File: config.mk
export PLATFORM = sky130hd
export DESIGN_NAME = fetch_queue
export DESIGN_NICKNAME = d
export VERILOG_FILES = /design/src/rtl/fetch_queue.sv
export SDC_FILE = /design/constraint.sdc
export NUM_CORES = 1
export LEC_CHECK = 0
export ABC_AREA = 1
export CORE_ASPECT_RATIO = 1.1
export CORE_UTILIZATION = 35
export CTS_BUF_LIST = sky130_fd_sc_hd__clkbuf_4 sky130_fd_sc_hd__clkbuf_8
export DETAILED_ROUTE_END_ITERATION = 8
export PLACE_DENSITY = 0.65
export SETUP_SLACK_MARGIN = 0.2
export SLEW_MARGIN = 20
export SYNTH_ARGS = -nofsm -noshare
export SYNTH_HDL_FRONTEND = slang
export SYNTH_SLANG_ARGS = --single-unit
File: constraint.sdc
create_clock -name i_clk -period 6.9 [get_ports i_clk]
set_clock_uncertainty 0.15 [all_clocks]
set_input_delay 1.035 -clock i_clk [delete_from_list [all_inputs] [get_ports i_clk]]
set_output_delay 1.035 -clock i_clk [all_outputs]
set_load 0.01 [all_outputs]
File: src/rtl/fetch_queue.sv
// Instruction fetch queue: DEPTH-entry {pc, instr} FIFO between fetch and decode with flush-on-branch.
// Optional same-cycle empty-queue bypass when FETCHQ_BYPASS_EN is defined.
module fetch_queue #(
   parameter int unsigned DEPTH   = 4,
   parameter int unsigned PC_W    = 64,
   parameter int unsigned INSTR_W = 32
) (
   input  logic                         i_clk,
   input  logic                         i_reset,
   input  logic                         i_flush,
   input  logic                         i_enq_valid,
   output logic                         o_enq_ready,
   input  logic [PC_W-1:0]              i_enq_pc,
   input  logic [INSTR_W-1:0]           i_enq_instr,
   output logic                         o_deq_valid,
   input  logic                         i_deq_ready,
   output logic [PC_W-1:0]              o_deq_pc,
   output logic [INSTR_W-1:0]           o_deq_instr,
   output logic [$clog2(DEPTH+1)-1:0]   o_count,
   output logic [15:0]                  o_drop_cnt
);

   localparam int unsigned PTR_W = $clog2(DEPTH);
   localparam int unsigned CNT_W = $clog2(DEPTH+1);

   logic [PC_W-1:0]    r_pc_mem    [DEPTH];
   logic [INSTR_W-1:0] r_instr_mem [DEPTH];
   logic [PTR_W-1:0]   r_wr_ptr;
   logic [PTR_W-1:0]   r_rd_ptr;
   logic [CNT_W-1:0]   r_count;
   logic [15:0]        r_drop_cnt;

   logic               w_empty;
   logic               w_enq_ready;
   logic               w_bypass;
   logic               w_enq;
   logic               w_deq_valid;
   logic               w_deq;
   logic               w_wr;
   logic               w_rd;
   logic [CNT_W-1:0]   w_drop_add;
   logic [16:0]        w_drop_sum;
   logic [15:0]        w_drop_next;

   assign w_empty     = (r_count == '0);
   assign w_enq_ready = (r_count < CNT_W'(DEPTH));

`ifdef FETCHQ_BYPASS_EN
   assign w_bypass = w_empty && i_enq_valid && !i_flush;
`else
   assign w_bypass = 1'b0;
`endif

   assign w_enq       = i_enq_valid && w_enq_ready && !i_flush;
   assign w_deq_valid = !w_empty || w_bypass;
   assign w_deq       = w_deq_valid && i_deq_ready;
   // A bypassed entry consumed in the same cycle never touches storage
   assign w_wr        = w_enq && !(w_bypass && i_deq_ready);
   assign w_rd        = w_deq && !w_bypass;

   assign w_drop_add  = r_count - CNT_W'(w_deq);
   assign w_drop_sum  = 17'(r_drop_cnt) + 17'(w_drop_add);
   assign w_drop_next = w_drop_sum[16] ? 16'hFFFF : w_drop_sum[15:0];

   // Head read: bypass data first, stored head otherwise, zero when nothing is valid
   always_comb begin
      o_deq_pc    = '0;
      o_deq_instr = '0;
      if (w_bypass) begin
         o_deq_pc    = i_enq_pc;
         o_deq_instr = i_enq_instr;
      end else if (!w_empty) begin
         o_deq_pc    = r_pc_mem[r_rd_ptr];
         o_deq_instr = r_instr_mem[r_rd_ptr];
      end
   end

   assign o_enq_ready = w_enq_ready;
   assign o_deq_valid = w_deq_valid;
   assign o_count     = r_count;
   assign o_drop_cnt  = r_drop_cnt;

   always_ff @(posedge i_clk) begin
      if (w_wr) begin
         r_pc_mem[r_wr_ptr]    <= i_enq_pc;
         r_instr_mem[r_wr_ptr] <= i_enq_instr;
      end
   end

   always_ff @(posedge i_clk or posedge i_reset) begin
      if (i_reset) begin
         r_wr_ptr   <= '0;
         r_rd_ptr   <= '0;
         r_count    <= '0;
         r_drop_cnt <= '0;
      end else if (i_flush) begin
         r_wr_ptr   <= '0;
         r_rd_ptr   <= '0;
         r_count    <= '0;
         r_drop_cnt <= w_drop_next;
      end else begin
         if (w_wr) r_wr_ptr <= r_wr_ptr + PTR_W'(1);
         if (w_rd) r_rd_ptr <= r_rd_ptr + PTR_W'(1);
         r_count <= r_count + CNT_W'(w_wr) - CNT_W'(w_rd);
      end
   end

endmodule

==> summary.md <==
| Metric | Value |
|---|---|
| Die area | `around 48,000 um^2` |
| Non-Filler Instances | `2,193` |
| Worst path max stage delay | `0.81 ns` |
| Max FO, Critical Path | `100` |
| Synth Instances | `~1,300` |
| Num ports | `between 200 and 250` |
| Final Cell Area | `a little over 20,000 um^2` |
| Max IR drop VDD | `0.000204 V` |
| Detailed Route Iter0 Violations | `around 620` |
| Netlist cell types | `30` |
| Clock power share | `27.8%` |
| Worst Setup EP | `o_deq_instr[1]` |
| Num Clock Sinks | `~400` |
| FF+latch count, synth | `between 400 and 500` |
| Mapped Area | `~16,000 um^2` |
| Share of cells above drive strength 1 | `under 10%` |
| Worst EP required | `between 5 and 6 ns` |
| GRT overflow | `0` |
| Placed cell count | `2,072` |
| Commonest non-fill, non-tap cell in the layout | `nor2_1` |
| Crit Path Class | `reg2out` |
| Per-cell routed wire length | `approximately 18 um` |
| Clk root buf | `clkbuf_8` |
| WL final | `just under 40 mm` |
| Switch share | `a little under a third` |
| Register Area | `~12,000 um^2` |
| Global-route wire length before repair | `about 60 mm` |
| Post-CTS sizing | `0` |
| Via density | `4.87` |
| Run status | `finished clean` |
| Number of global-route vias before repair | `approximately 11,000` |
| Worst path bufs/invs | `3` |
| DRT antenna net count | `0` |
| Worst Tran Pin Value | `around 0.97 ns` |
| Sequential area share after synthesis | `roughly three quarters` |
| PD cells | `about 360 nW/um^2` |
| DRC viols | `0` |
| CP max-delay cell | `inv_4` |
| Core ar. | `roughly 46,000 um^2` |
| Initial antenna violation count | `4` |
| Worst setup slack after placement | `2.52 ns` |
| Die height | `between 200 and 250 um` |
| Max Freq | `roughly 200 MHz` |
| Reg2reg start | `o_count[2]` |
| Internal | `4.97 mW` |
| Mean Syn Cell Area | `around 12 um^2` |
| DIE WIDTH | `approximately 210 um` |
| Hold bufs inserted after CTS | `0` |
| CTS Buf Count | `between 60 and 70` |
| Crit path time final | `between 4 and 5 ns` |
| Slew Viols, Final | `0` |
| Crit. Startpoint | `r_rd_ptr[0]` |
| Final worst slack | `approximately 1.9 ns` |
| Class of the worst hold path | `reg2reg` |
| HPWL after DPL | `20.7 mm` |
| Synth top area cells | `edfxtp_1 (71%), nor2_1 (9.2%), o21ai_0 (6.1%), dfrtp_1 (3.5%), a21oi_1 (3.0%)` |
| RSZ-0062 raised after global routing | `no` |
| Max-Cap Viols | `0` |
| Reg2reg end | `o_drop_cnt[9]` |
| Final setup viols | `0` |
| Pleak | `around 7 nW` |
| FP Rows | `82` |
| Vias | `between 10,000 and 15,000` |
| Startpoint types | `flop` |
| Ratio of final minimum period to clock period | `roughly 72%` |
| Register share of total power | `roughly 42%` |
| Area delta synth->final | `24.5%` |
| DP Area | `around 19,000 um^2` |
| Filler Cells Inserted | `approximately 4,200` |
| Register clock-pin slew on the reported worst setup and hold paths | `around 0.050 ns` |
| Slew HR | `35.1%` |
| Cell taking the most area after synthesis | `edfxtp_1` |
| Initial core utilization | `~36%` |
| Critical path depth | `5` |
| Critical Path End Type | `primary output` |
| Combinational Power Share | `between 30 and 40%` |
| CTS Buffer Depth | `3` |
| Reg2Reg Setup Slack | `~3.9 ns` |
| H-tree depth reported by CTS | `3` |
| Gr usage total | `between 10% and 20%` |
| Switching Power | `approximately 2.3 mW` |
| Mapped Nets | `about 1,400` |
| Pre-antenna DRT Iters | `5` |
| Worst r2r path cells | `16` |
| Most frequent cells in the layout | `nor2_1 (398), edfxtp_1 (384), clkdlybuf4s50_1 (217)` |
| CTS tree | `yes` |
| Post-route setup TNS | `0 ns` |
| Buffers on Ports | `roughly 220` |
| Yosys top cell area share | `70.6%` |
| Routability cong. | `0.786` |
| Largest net degree at the start of global routing | `slightly above 100` |
| Crit-path cells | `inv_4 > buf_12 > o21ai_0 > a21oi_1 > clkdlybuf4s50_1` |
| Worst path top cell family by delay | `buffers and inverters` |
| Setup bufs post-CTS | `0` |
| Clk_lat worst skew | `approximately 0.63 ns` |
| Layout net count | `approximately 1,700` |
| Hold Vio Cnt, Final | `0` |
| Multi-input logic area | `~3700 um^2` |
| Critical Path AT | `around 3.8 ns` |
| Yosys Warn Count | `0` |
## worst min path at each step
stage                     depth (start not counted)      startpoint  slack, ns        endpoint
after floorplan                                   2     r_wr_ptr[1]       0.35     r_wr_ptr[1]
after global placement                            2  o_drop_cnt[10]       0.37  o_drop_cnt[10]
after detailed placement                          2   o_drop_cnt[2]       0.38   o_drop_cnt[2]
after CTS                                         2  o_drop_cnt[10]       0.40  o_drop_cnt[10]
after global routing                              2  o_drop_cnt[10]       0.44  o_drop_cnt[10]
final                                             2  o_drop_cnt[10]       0.39  o_drop_cnt[10]
## cell usage after synthesis
cell      number
nand2_1       43
o21ai_0      199
xnor2_1        1
nor3_1         3
o21a_1         1
fa_1           2
dfrtp_1       23
nand3_1       20
buf_4         15
xor2_1         1
o21ai_1        1
inv_1         42
nand2_2        3
nand3_4        1
nand3b_1       2
or2_2          1
edfxtp_1     384
nor2_4         2
a21oi_1       99
buf_1          1
inv_2          3
ha_1          11
nor2_2         1
buf_6          2
buf_2         22
nand2_4        1
clkbuf_1      36
nor2_1       402
nand4_1        3
nand3_2        7
## stage by stage
stage,hold slack (ns),total power [mW],util [%]
final,0.390,7.28,44.4
after global routing,0.439,7.69,44.4
after CTS,0.400,7.39,44.4
after detailed placement,0.383,5.33,41.6
after global placement,0.375,5.30,41.6
after floorplan,0.353,4.23,-
## layout make-up
cell class	count	share of cell area [%]
Timing Repair Buffer	228	11.3
Antenna cell	3	0.0369
Clock inverter	21	0.511
Sequential cell	407	59.6
Clock buffer	97	5.83
Tap cell	588	3.62
Multi-Input combinational cell	804	18.2
Inverter	45	0.862
## power by group through the flow
stage,clock (mW),combinational [mW],sequential [mW]
floorplan,0,1.20,3.03
global placement,0,2.24,3.06
detailed placement,0,2.26,3.07
CTS,2.10,2.28,3.02
global route,2.19,2.46,3.04
finish,2.02,2.24,3.02
## kinds of logic after synthesis
group / after synthesis / share of synthesized area [%]
AND/OR/NAND/NOR: 489 / 12.1
adder cells (fa/ha/maj): 13 / 1.09
flip-flops: 407 / 74.1
buffers and inverters: 121 / 3.39
AO/OA/AOI/OAI: 300 / 9.21
XOR/XNOR: 2 / 0.107
## state kept, by name, summed over array words and instances (netlist names)
register / cells
o_count: 3
o_drop_cnt: 16
r_instr_mem: 128
r_pc_mem: 256
r_rd_ptr: 2
r_wr_ptr: 2
## layer usage
| metal | GRT usage [%] | routed length [um] | share of wire [%] |
|---|---|---|---|
| met1 | 19.4 | 16300 | 42 |
| met2 | 28.2 | 19300 | 50 |
| met3 | 3.90 | 2190 | 5.7 |
| met4 | 7.25 | 869 | 2.3 |
| met5 | 0 | 16 | 0.041 |
## worst min-delay path, stage by stage (launching register included)
cell and delay (ns):
dfrtp_1 0.39, nand2_1 0.07, nand3_1 0.05
Note: power is estimated with default switching activity, not from simulation.
